$ cat src/rtl/uart_byte_tx_if.sv
`default_nettype none
// +----------------------------------------------------------------------+
// | uart_byte_tx_if : byte write request and transmitter status bundle   |
// | Rev 1.0                                                              |
// +----------------------------------------------------------------------+
interface uart_byte_tx_if;
  logic [7:0] write_data;
  logic       write_en;
  logic       tx_busy;
  logic       uart_tx;
  logic       tx_drop;

  modport master (
    output write_data,
    output write_en,
    input  tx_busy,
    input  uart_tx,
    input  tx_drop
  );

  modport slave (
    input  write_data,
    input  write_en,
    output tx_busy,
    output uart_tx,
    output tx_drop
  );
endinterface
`default_nettype wire

$ cat src/rtl/uart_byte_tx.sv
`default_nettype none
// +----------------------------------------------------------------------+
// | uart_byte_tx : LSB-first UART byte serialiser, optional parity/2 stop |
// | Rev 1.0                                                              |
// +----------------------------------------------------------------------+
module uart_byte_tx #(
  parameter int CLK_FREQ  = 50_000_000,
  parameter int BAUD_RATE = 115200,
  parameter int PARITY    = 0,
  parameter int STOP_BITS = 1
) (
  input  logic          clk,
  input  logic          rst_n,
  uart_byte_tx_if.slave bus
);

  localparam int BAUD_DIV = CLK_FREQ / BAUD_RATE;
  localparam int CNT_W    = (BAUD_DIV < 2) ? 1 : $clog2(BAUD_DIV);

  localparam logic [CNT_W-1:0] BAUD_LAST = CNT_W'(BAUD_DIV - 1);
  localparam logic             STOP_LAST = 1'(STOP_BITS - 1);
  localparam logic             PAR_ODD   = (PARITY == 1);
  localparam bit               HAS_PAR   = (PARITY != 0);

  if (BAUD_DIV < 2) begin : g_bad_baud
    $error("uart_byte_tx: CLK_FREQ/BAUD_RATE must be at least 2");
  end
  if (PARITY < 0 || PARITY > 2) begin : g_bad_parity
    $error("uart_byte_tx: PARITY must be 0, 1 or 2");
  end
  if (STOP_BITS < 1 || STOP_BITS > 2) begin : g_bad_stop
    $error("uart_byte_tx: STOP_BITS must be 1 or 2");
  end

  typedef enum logic [2:0] {
    S_IDLE   = 3'd0,
    S_START  = 3'd1,
    S_DATA   = 3'd2,
    S_PARITY = 3'd3,
    S_STOP   = 3'd4
  } state_e;

  state_e           state_q;
  logic [7:0]       data_q;
  logic             par_q;
  logic [CNT_W-1:0] baud_cnt_q;
  logic [2:0]       bit_idx_q;
  logic             stop_cnt_q;
  logic             tx_q;
  logic             busy_q;
  logic             drop_q;

  logic [CNT_W-1:0] baud_cnt_d;
  logic             baud_tc;

  assign baud_cnt_d = baud_cnt_q + CNT_W'(1);
  assign baud_tc    = (baud_cnt_q == BAUD_LAST);

  always_ff @(posedge clk or negedge rst_n) begin
    if (!rst_n) begin
      state_q    <= S_IDLE;
      data_q     <= '0;
      par_q      <= 1'b0;
      baud_cnt_q <= '0;
      bit_idx_q  <= '0;
      stop_cnt_q <= 1'b0;
      tx_q       <= 1'b1;
      busy_q     <= 1'b0;
      drop_q     <= 1'b0;
    end else begin
      // Rejection is judged on the pre-edge busy flag, including the edge busy falls on.
      drop_q <= bus.write_en & busy_q;

      case (state_q)
        S_IDLE: begin
          if (bus.write_en) begin
            data_q     <= bus.write_data;
            par_q      <= (^bus.write_data) ^ PAR_ODD;
            baud_cnt_q <= '0;
            tx_q       <= 1'b0;
            busy_q     <= 1'b1;
            state_q    <= S_START;
          end
        end

        S_START: begin
          if (baud_tc) begin
            baud_cnt_q <= '0;
            bit_idx_q  <= '0;
            tx_q       <= data_q[0];
            state_q    <= S_DATA;
          end else begin
            baud_cnt_q <= baud_cnt_d;
          end
        end

        S_DATA: begin
          if (baud_tc) begin
            baud_cnt_q <= '0;
            if (bit_idx_q == 3'd7) begin
              stop_cnt_q <= 1'b0;
              if (HAS_PAR) begin
                tx_q    <= par_q;
                state_q <= S_PARITY;
              end else begin
                tx_q    <= 1'b1;
                state_q <= S_STOP;
              end
            end else begin
              bit_idx_q <= bit_idx_q + 3'd1;
              tx_q      <= data_q[bit_idx_q + 3'd1];
            end
          end else begin
            baud_cnt_q <= baud_cnt_d;
          end
        end

        S_PARITY: begin
          if (baud_tc) begin
            baud_cnt_q <= '0;
            stop_cnt_q <= 1'b0;
            tx_q       <= 1'b1;
            state_q    <= S_STOP;
          end else begin
            baud_cnt_q <= baud_cnt_d;
          end
        end

        S_STOP: begin
          if (baud_tc) begin
            baud_cnt_q <= '0;
            if (stop_cnt_q == STOP_LAST) begin
              stop_cnt_q <= 1'b0;
              busy_q     <= 1'b0;
              state_q    <= S_IDLE;
            end else begin
              stop_cnt_q <= 1'b1;
            end
          end else begin
            baud_cnt_q <= baud_cnt_d;
          end
        end

        default: begin
          baud_cnt_q <= '0;
          tx_q       <= 1'b1;
          busy_q     <= 1'b0;
          state_q    <= S_IDLE;
        end
      endcase
    end
  end

  assign bus.tx_busy = busy_q;
  assign bus.uart_tx = tx_q;
  assign bus.tx_drop = drop_q;

endmodule
`default_nettype wire

$ cat src/flat_wrapper.sv
// flat-port wrapper written by rule: the top's interface ports become plain ports
module uart_byte_tx_flat 
#(
  parameter int CLK_FREQ  = 50_000_000,
  parameter int BAUD_RATE = 115200,
  parameter int PARITY    = 0,
  parameter int STOP_BITS = 1
)
  (clk, rst_n, bus_write_data, bus_write_en, bus_tx_busy, bus_uart_tx, bus_tx_drop);
  uart_byte_tx_if bus_i ();
  input  logic clk;
  input  logic rst_n;
  input wire logic [$bits(bus_i.write_data)-1:0] bus_write_data;
  input wire logic [$bits(bus_i.write_en)-1:0] bus_write_en;
  output wire logic [$bits(bus_i.tx_busy)-1:0] bus_tx_busy;
  output wire logic [$bits(bus_i.uart_tx)-1:0] bus_uart_tx;
  output wire logic [$bits(bus_i.tx_drop)-1:0] bus_tx_drop;
  assign bus_i.write_data = bus_write_data;
  assign bus_i.write_en = bus_write_en;
  assign bus_tx_busy = bus_i.tx_busy;
  assign bus_uart_tx = bus_i.uart_tx;
  assign bus_tx_drop = bus_i.tx_drop;
  uart_byte_tx #(.CLK_FREQ(CLK_FREQ), .BAUD_RATE(BAUD_RATE), .PARITY(PARITY), .STOP_BITS(STOP_BITS)) u_core (.clk(clk), .rst_n(rst_n), .bus(bus_i));
endmodule
$ cat config.mk
export PLATFORM = sky130hd
export DESIGN_NAME = uart_byte_tx_flat
export DESIGN_NICKNAME = d
export VERILOG_FILES = /design/src/rtl/uart_byte_tx_if.sv /design/src/rtl/uart_byte_tx.sv /design/src/flat_wrapper.sv
export SDC_FILE = /design/constraint.sdc
export NUM_CORES = 1
export LEC_CHECK = 0
export BUFFER_PORTS_ARGS = -buffer_cell sky130_fd_sc_hd__buf_2
export CAP_MARGIN = 20
export CORE_MARGIN = 1
export CORE_UTILIZATION = 45
export DETAILED_ROUTE_END_ITERATION = 10
export SYNTH_ARGS = -nofsm -noshare
export SYNTH_HDL_FRONTEND = slang
export SYNTH_SLANG_ARGS = --single-unit
$ cat constraint.sdc
create_clock -name clk -period 5 [get_ports clk]
set_input_delay 1.5 -clock clk [delete_from_list [all_inputs] [get_ports clk]]
set_output_delay 1.5 -clock clk [all_outputs]
set_load 0.01 [all_outputs]
==> results of run 1 <==
==> cells by family after synthesis <==
| family | Yosys count |
|---|---|
| AOI/OAI and AO/OA | 26 |
| and+or+nand+nor | 42 |
| DFF | 26 |
| xor gates and xnor gates | 1 |
| muxes | 20 |
| buffers and inverters | 10 |
| adders and majority gates | 4 |
==> synth_stat cells (all sizes together), types with 2 or more instances <==
| master | n |
|---|---|
| mux2 | 9 |
| a31o | 2 |
| mux2i | 10 |
| nor2 | 5 |
| nand3 | 5 |
| nor3 | 6 |
| dfrtp | 25 |
| and2 | 2 |
| ha | 4 |
| and3 | 3 |
| nand2 | 14 |
| buf | 5 |
| a21oi | 9 |
| o21ai | 6 |
| inv | 5 |
==> flip-flops by register name (all words and copies together), names as in the netlist <==
signal,count
u_core.data_q,8
u_core.baud_cnt_q,9
u_core.bit_idx_q,3
u_core.bus.tx_drop,1
u_core.state_q,3
u_core.bus.tx_busy,1
u_core.bus.uart_tx,1
==> metal layers <==
| layer | vias up | global-route usage | wire length (µm) |
|---|---|---|---|
| met4 | 0 | 0.0612 | 27 |
| met2 | 18 | 0.259 | 1080 |
| met5 | - | 0 | 0 |
| met1 | 473 | 0.242 | 1220 |
| li1 | 491 | - | - |
| met3 | 4 | 0.0220 | 83 |
==> placed cells by master (no fill, tap or decap), types with 2 or more instances in the layout <==
| master | synthesis | final |
|---|---|---|
| clkbuf_4 | 0 | 3 |
| dfrtp_1 | 25 | 25 |
| mux2_2 | 9 | 9 |
| and2_1 | 2 | 2 |
| o21ai_0 | 6 | 6 |
| nand3_1 | 5 | 5 |
| nand2_1 | 13 | 13 |
| mux2i_1 | 10 | 10 |
| buf_2 | 1 | 13 |
| nor2_1 | 5 | 5 |
| a31o_2 | 2 | 2 |
| ha_1 | 4 | 4 |
| and3_1 | 3 | 3 |
| inv_1 | 5 | 5 |
| nor3_1 | 5 | 5 |
| a21oi_1 | 9 | 9 |
==> path summary, 6_finish.rpt <==
check	endpoint	slack, ns	cells past startpoint
max	bus_uart_tx	2.50	1
min	u_core.data_q[3]	0.52	1
max in group asynchronous	u_core.baud_cnt_q[5]	3.48	1
max reg2reg	u_core.bus.uart_tx	2.95	5
min reg2reg	u_core.data_q[3]	0.52	1
min in group asynchronous	u_core.bit_idx_q[2]	1.14	1
==> metrics by stage <==
| stage | hold slack, ns | worst slack [ns] | utilization | cell area (µm²) |
|---|---|---|---|---|
| after floorplan | 0.475 | 2.64 | - | 1440 |
| after global placement | 0.488 | 2.32 | 0.497 | 1510 |
| final | 0.525 | 2.50 | 0.514 | 1560 |
| after global routing | 0.546 | 2.44 | 0.514 | 1560 |
| after CTS | 0.531 | 2.47 | 0.514 | 1560 |
| after detailed placement | 0.496 | 2.30 | 0.497 | 1510 |
==> power by group through the flow <==
| stage | combinational (W) | clock, W | sequential [W] |
|---|---|---|---|
| after floorplan | 0.0000971 | 0 | 0.000304 |
| after global placement | 0.000121 | 0 | 0.000313 |
| after detailed placement | 0.000126 | 0 | 0.000315 |
| after CTS | 0.000126 | 0.000150 | 0.000310 |
| after global routing | 0.000141 | 0.000157 | 0.000318 |
| final | 0.000124 | 0.000144 | 0.000310 |
==> layout make-up <==
class,instances,share of cell area
tap,44,0.0353
clock buffer,3,0.0145
sequential,26,0.418
clock inverter,1,0.0193
multi-input combinational,93,0.459
inverter,5,0.0120
timing repair buffer,13,0.0418
==> impl_metrics.yaml, run 1 <==
power:
  sw_frac_of_total: 0.283
  fin_total_pwr_w: 0.000578
  intPower_w: 0.000414
  power_density_nw_per_um2: 371
  clkPwrFrac: 0.250
  sequentialPowerShare: 0.537
  p_leak_nw: 0.656
  p_comb_frac: 0.214
  p_sw_w: 0.000164
  peakVddDrop_uv: 171
global_routing:
  grt-ovfl-total: 0
  grt_usage: 0.168
  first_global_vias: 962
  antenna_found_initial: 0
  grt_pass1_wl_um: 4340
  grt_start_max_net_pins: 27
floorplan:
  fp-row-count: 20
  die_h_um: 58.5
  io_pins: 14
  start_util: 0.474
  dieArea_um2: 3420
  die_x_um: 58.5
  core_um2: 3030
synth:
  synth.area.top_cells: "dfrtp_1 (44%), mux2_2 (7.1%), mux2i_1 (7.0%), ha_1 (3.5%), nand2_1 (3.4%)"
  yosysSeqAreaShare: 0.454
  synthMuxAreaShare: 0.156
  synth_area_um2: 1440
  netlist_instances: 129
  synth-seq-cells: 26
  yosysTopAreaCell: "dfrtp_1"
  synth_compound_area_frac: 0.129
  synth_top_family_by_area: "simple AND/OR/NAND/NOR gates"
  ys.flop_type: "dfrtp_1"
  synth_top_area_share: 0.436
  synthDistinctLibCells: 37
  synthSimpleGateAreaFrac: 0.172
  synth_edf_count: 0
  syn_nets: 144
  synth_fa_ha_area_frac: 0.0349
  synthXorXnorAreaFrac: 0.00610
  async_flop_share: 1.00
  synth.avg_cell_area_um2: 11.1
  yosysWarnings: 0
timing:
  slew_viol_final: 0
  fin_setup_tns_ns: 0
  max_freq_mhz: 399
  rsz0062_at_grt: "false"
  tightest_slew_ns: 0.838
  setup_viol: 0
  hold_viol: 0
  finalCriticalPeriod_ns: 2.50
  relSlewSlack: 0.436
  fin_crit_sh: 0.501
  skew_ns: 0.0101
finish:
  multi_input_area_um2: 714
  seqCellArea_um2: 652
  area_growth_pct: 8.54
  diodes: 0
  nNetsFinal: 157
  fillers: 274
  drive_above_1_share: 0.262
  fin_cells: 185
setup_path:
  critical_path.slowest_cell: "dfstp_2"
  crit_chain: "buf_2"
  worstSetupStartpoint: "u_core.bus.uart_tx"
  cp.required_ns: 3.50
  crit_family: "flip-flops"
  cp-end-kind: "output port"
  r2r_start: "u_core.bit_idx_q[0]"
  path_buf_inv: 1
  critPathMaxStageDelay_ns: 0.56
  startpoint_type: "flip-flop"
  cp_max_fo: 2
  critPathKind: "reg -> out"
  arrival_ns: 1.00
placed_design:
  dpl.hpwl_um: 1800
  dp.cells: 181
  io_buffers: 13
  globalplace.congestion: 0.768
routing:
  drcViolationCount: 0
  vias: 986
  via_per_inst: 5.33
  wl_per_cell_um: 13.1
  dr.pass1.iters: 4
  routed_wl_um: 2420
  drt_iter0_markers: 34
  ant_nets: 0
cts:
  cts.path.max_buffers: 2
  clk_latency_ns: 0.32
  cts_setup_buffers: 0
  numCtsBuffers: 3
  clock-sinks: 26
  clockRootBuffer: "clkbuf_4"
  clk_pin_slew_ns: 0.15
  htreeDepth: 1
  ctsHoldBuffers: 0
  cts_resized: 0
  cts_tree: "yes"
min_path:
  hold_class: "reg -> reg"
  hp-start: "u_core.data_q[3]"
job:
  cap_violations: 0
run_status:
  outcome: "finished, final reports clean"
Power figures use the tool's default switching activity.
==> run 2, diff against run 1 <==
clock period = 2.51 ns   (was 5 ns; I/O delays follow)
==> run 2 against run 1 <==
Compared with the run above: via count grew 2.2%; critical path depth rose by 4; sequential share of layout area about the same; hold slack got worse by 0.13 ns; die area stayed put; largest power group unchanged.
==> impl_metrics.yaml, run 2 (synthesis gave the netlist of run 1 again) <==
run_status:
  outcome: "finished, final reports clean"
power:
  peakVddDrop_uv: 339
  p_sw_w: 0.000329
  clkPwrFrac: 0.198
  intPower_w: 0.000757
  sw_frac_of_total: 0.303
  power_density_nw_per_um2: 698
  p_leak_nw: 0.659
  p_comb_frac: 0.231
  sequentialPowerShare: 0.572
floorplan:
  dieArea_um2: 3420
  fp-row-count: 20
  die_h_um: 58.5
  start_util: 0.474
  io_pins: 14
  die_x_um: 58.5
  core_um2: 3030
finish:
  top_register: "u_core.baud_cnt_q"
  reg.largest.list: "u_core.baud_cnt_q x9, u_core.data_q x8"
  area_growth_pct: 8.46
  nNetsFinal: 159
  largest_reg_flops: 9
  final_cell_mix: "dfrtp_1 (25), nand2_1 (13), buf_2 (13)"
  layout_commonest_cell: "dfrtp_1"
  drive_above_1_share: 0.273
  fin_cells: 187
  diodes: 0
min_path:
  hold_class: "in -> async"
cts:
  numCtsBuffers: 3
  clock-sinks: 26
  clk_pin_slew_ns: 0.14
  clockRootBuffer: "clkbuf_4"
  cts_setup_buffers: 0
  clk_latency_ns: 0.33
  ctsHoldBuffers: 0
  cts_tree: "yes"
  cts.path.max_buffers: 2
  htreeDepth: 1
  cts_resized: 0
routing:
  dr.pass1.iters: 4
  ant_nets: 0
  routed_wl_um: 2510
  via_per_inst: 5.39
  wl_per_cell_um: 13.4
  drt_iter0_markers: 36
  drcViolationCount: 0
  vias: 1008
job:
  cap_violations: 0
setup_path:
  critPathMostFrequentCell: "ha_1"
  critPathKind: "reg -> reg"
  cp-end-kind: "flip-flop"
  cp_max_fo: 4
  crit_chain: "ha_1 -> ha_1 -> mux4_2 -> a2111o_1 -> o32a_1"
  startpoint_type: "flip-flop"
  cp.required_ns: 2.79
  critPathMaxStageDelay_ns: 0.46
  critical_path.slowest_cell: "dfrtp_1"
  arrival_ns: 2.31
timing:
  fin_ws_ns: 0.477
  skew_ns: 0.00821
  finalCriticalPeriod_ns: 2.03
  fin_setup_tns_ns: 0
  relSlewSlack: 0.615
  hold_viol: 0
  slew_viol_final: 0
  fin_crit_sh: 0.810
  rsz0062_at_grt: "false"
  tightest_slew_ns: 0.577
  max_freq_mhz: 492
  setup_viol: 0
  finalHoldWorstSlack_ns: 0.396
global_routing:
  grt-ovfl-total: 0
  antenna_found_initial: 0
  grt_usage: 0.179
  grt_start_max_net_pins: 27
  first_global_vias: 1012
  grt_pass1_wl_um: 4580
placed_design:
  dp.cells: 183
  dpl.hpwl_um: 1850
  globalplace.congestion: 0.781
  io_buffers: 13
  place_ws_ns: 0.479
-- run 2: cell types whose count changed in the layout (fill, tap and decap cells not counted), sizes merged --
cell | previous run | this run
buf | 13 | 15
clkbuf | 3 | 4
bufinv | 1 | 0
-- run 2: area by class of cell --
class                   instances  area (µm²)
multi-input cells              93         714
clock buffers                   4        36.3
inverters                       5        18.8
well taps                      44        55.1
repair buffers                 15        80.1
fillers                       271        1470
flip-flops and latches         26         652
-- run 2: routing by layer --
metal	global-route usage	vias up	wire [µm]
li1	-	496	-
met1	0.239	491	1200
met2	0.286	16	1190
met3	0.0462	5	84
met4	0.0612	0	36
met5	0	-	0
-- run 2: worst max-delay path: cells and delay by family (launching register included) --
family,cells,cell delay [ns]
adders and majority gates,2,0.60
AOI/OAI and AO/OA,2,0.58
DFF,1,0.46
muxes,1,0.33
-- run 2: worst paths after layout --
kind | start | endpoint | slack, ns | cells past startpoint
setup / recovery | u_core.bit_idx_q[0] | u_core.bus.uart_tx | 0.48 | 5
hold / removal | rst_n | u_core.state_q[0] | 0.40 | 1
setup reg to reg | u_core.bit_idx_q[0] | u_core.bus.uart_tx | 0.48 | 5
hold reg to reg | u_core.data_q[2] | u_core.data_q[2] | 0.53 | 1
max in group asynchronous | rst_n | u_core.baud_cnt_q[8] | 1.73 | 1
min in group clk | u_core.data_q[2] | u_core.data_q[2] | 0.53 | 1
-- run 2: through the flow --
stage	total power (W)	cell area [µm²]	utilization
4_1_cts	0.00111	1560	0.514
6_report	0.00109	1560	0.514
5_1_grt	0.00117	1560	0.514
3_5_place_dp	0.000885	1520	0.502
2_1_floorplan	0.000799	1440	-
3_3_place_gp	0.000875	1520	0.502
-- run 2: power groups by stage --
stage          clock network [W]  registers, W  logic [W]
2_1_floorplan                  0      0.000606   0.000193
3_3_place_gp                   0      0.000631   0.000244
3_5_place_dp                   0      0.000630   0.000255
4_1_cts                 0.000230      0.000621   0.000256
5_1_grt                 0.000245      0.000639   0.000286
6_report                0.000215      0.000621   0.000250
==> run 3, diff against run 2 <==
ABC_AREA = 1   (was not set)
PLACE_DENSITY = 0.66   (was not set)
clock period = 1.69 ns   (was 2.51 ns; I/O delays follow)
==> run 3 against run 2 <==
Compared with the run above: sequential share of layout area down 0.32 points; clock skew is 0.0026 ns lower; wire length is 8.8% higher; area after synthesis down 2.6%; flip-flop and latch count unchanged; combinational power increased to 3.8 times the previous value; via count is 15% higher; critical endpoint is now u_core.state_q[1]; cell area increased by 0.96%.
==> impl_metrics.yaml, run 3 <==
run_status:
  outcome: "finished, final reports clean"
synth:
  synth-seq-cells: 26
  synth.most_common_cell: "nand2_1"
  synth_top_area_share: 0.448
  syn_nets: 191
  yosysTopAreaCell: "dfrtp_1"
  async_flop_share: 1.00
  yosysSeqAreaShare: 0.466
  ys.flop_type: "dfrtp_1"
  yosys-top-cells-count: "nand2_1 (51), dfrtp_1 (25), inv_1 (22)"
  yosysWarnings: 0
  synth.avg_cell_area_um2: 7.94
  synth_area_um2: 1400
  synth.area.top_cells: "dfrtp_1 (45%), nand2_1 (14%), inv_1 (5.9%), mux2_2 (5.6%), nand3_1 (5.0%)"
  synthDistinctLibCells: 20
  synth_edf_count: 0
  netlist_instances: 176
job:
  cap_violations: 0
cts:
  numCtsBuffers: 3
  clockRootBuffer: "clkbuf_4"
  clk_latency_ns: 0.32
  ctsHoldBuffers: 0
  cts_tree: "yes"
  cts.path.max_buffers: 2
  htreeDepth: 1
  clock-sinks: 26
  clk_pin_slew_ns: 0.15
setup_path:
  r2r_setup_slack_ns: 0.14
  cp.required_ns: 1.91
  r2r_end: "u_core.state_q[1]"
  critPathKind: "reg -> reg"
  worst_r2r_path_depth: 11
  startpoint_type: "flip-flop"
  cp_max_fo: 4
  cp-end-kind: "flip-flop"
  arrival_ns: 1.77
  r2r_start: "u_core.baud_cnt_q[1]"
floorplan:
  io_pins: 14
  die_h_um: 57.7
  core_um2: 2850
  dieArea_um2: 3330
  die_x_um: 57.7
  start_util: 0.490
  fp-row-count: 19
timing:
  fin_crit_sh: 0.919
  fin_setup_tns_ns: 0
  max_freq_mhz: 644
  finalHoldWorstSlack_ns: 0.158
  slew_viol_final: 0
  finalCriticalPeriod_ns: 1.55
  setup_viol: 0
  tightest_slew_ns: 0.575
  fin_ws_ns: 0.137
  hold_viol: 0
  skew_ns: 0.00557
  relSlewSlack: 0.617
finish:
  final_cell_mix: "nand2_1 (48), dfrtp_1 (24), inv_1 (22)"
  nNetsFinal: 209
  drive_above_1_share: 0.212
  top_register: "u_core.baud_cnt_q"
  fin_cells: 224
  final_cell_area_um2: 1570
  layout_commonest_cell: "nand2_1"
  diodes: 0
  fillers: 273
  area_growth_pct: 12.4
  reg.largest.list: "u_core.baud_cnt_q x9, u_core.data_q x8"
  largest_reg_flops: 9
routing:
  via_per_inst: 5.20
  ant_nets: 0
  drt_iter0_markers: 62
  dr.pass1.iters: 5
  drcViolationCount: 0
  vias: 1164
  routed_wl_um: 2730
  wl_per_cell_um: 12.2
global_routing:
  grt-ovfl-total: 0
  antenna_found_initial: 0
  grt_usage: 0.182
  first_global_vias: 1167
  grt_start_max_net_pins: 27
  grt_pass1_wl_um: 4730
power:
  p_comb_frac: 0.402
  sw_frac_of_total: 0.391
  sequentialPowerShare: 0.419
  peakVddDrop_uv: 764
  power_density_nw_per_um2: 1520
  p_sw_w: 0.000936
  intPower_w: 0.00145
  clkPwrFrac: 0.179
  p_leak_nw: 0.782
placed_design:
  place_ws_ns: 0.144
  dp.cells: 218
  dpl.hpwl_um: 2040
  io_buffers: 13
  globalplace.congestion: 0.896
  place_area_um2: 1480
min_path:
  hold_class: "in -> async"
==> run 3: metrics by stage <==
stage          total power [W]  utilization
2_1_floorplan          0.00172            -
3_3_place_gp           0.00190        0.518
3_5_place_dp           0.00193        0.518
4_1_cts                0.00236        0.537
5_1_grt                0.00259        0.551
6_report               0.00239        0.551
==> run 3: how the worst max path moves through the flow <==
stage	startpoint	endpoint
after global placement	u_core.bit_idx_q[0]	u_core.bus.uart_tx
after CTS	u_core.baud_cnt_q[1]	u_core.state_q[2]
after floorplan	u_core.bit_idx_q[0]	u_core.bus.uart_tx
final	u_core.baud_cnt_q[1]	u_core.state_q[1]
after global routing	u_core.baud_cnt_q[1]	u_core.state_q[1]
after detailed placement	u_core.bit_idx_q[0]	u_core.bit_idx_q[2]
==> run 3: cell type report <==
cell class / count / area [µm²] / share of cell area
Clock inverter: 1 / 30.0 / 0.0191
Tap cell: 31 / 38.8 / 0.0247
Inverter: 23 / 86.3 / 0.0549
Timing Repair Buffer: 15 / 80.1 / 0.0510
Sequential cell: 26 / 653 / 0.416
Multi-Input combinational cell: 125 / 661 / 0.420
Clock buffer: 3 / 22.5 / 0.0143
==> run 3: cells by family after synthesis <==
group           share of synthesized area
compound gates                     0.0689
buf+inv                            0.0779
fa+ha+maj                          0.0358
flops                               0.466
simple gates                        0.288
xor+xnor                          0.00627
mux                                0.0564
==> run 3: power groups by stage <==
stage / registers [W] / logic (W) / clock network (W)
after detailed placement: 0.00101 / 0.000914 / 0
after CTS: 0.000999 / 0.000918 / 0.000439
after global routing: 0.00103 / 0.00110 / 0.000463
after global placement: 0.00100 / 0.000894 / 0
after floorplan: 0.000985 / 0.000733 / 0
final: 0.00100 / 0.000961 / 0.000428
==> run 3: repair_timing <==
item | 4_1_cts | 5_1_grt
gates resized for setup | 0 | 9
endpoints found under the setup margin | 0 | 5
hold endpoints to repair | 0 | 0
buffers inserted | 0 | 2
==> run 3: critical path, stage by stage (launching register included) <==
cell and delay, ns:
dfrtp_1 0.43, inv_1 0.08, ha_2 0.18, nand2_1 0.09, nor2_2 0.15, nand2_2 0.10, nand2_2 0.09, nand2_2 0.07
inv_2 0.09, nand2_2 0.07, nand2_1 0.06, o21ai_1 0.05
==> run 3: routing by layer <==
metal  track usage  part of all wire  up-vias
li1              -                 -      601
met1         0.217              0.45      539
met2         0.350              0.51       20
met3        0.0201             0.028        4
met4        0.0408             0.011        0
met5             0                 0        -
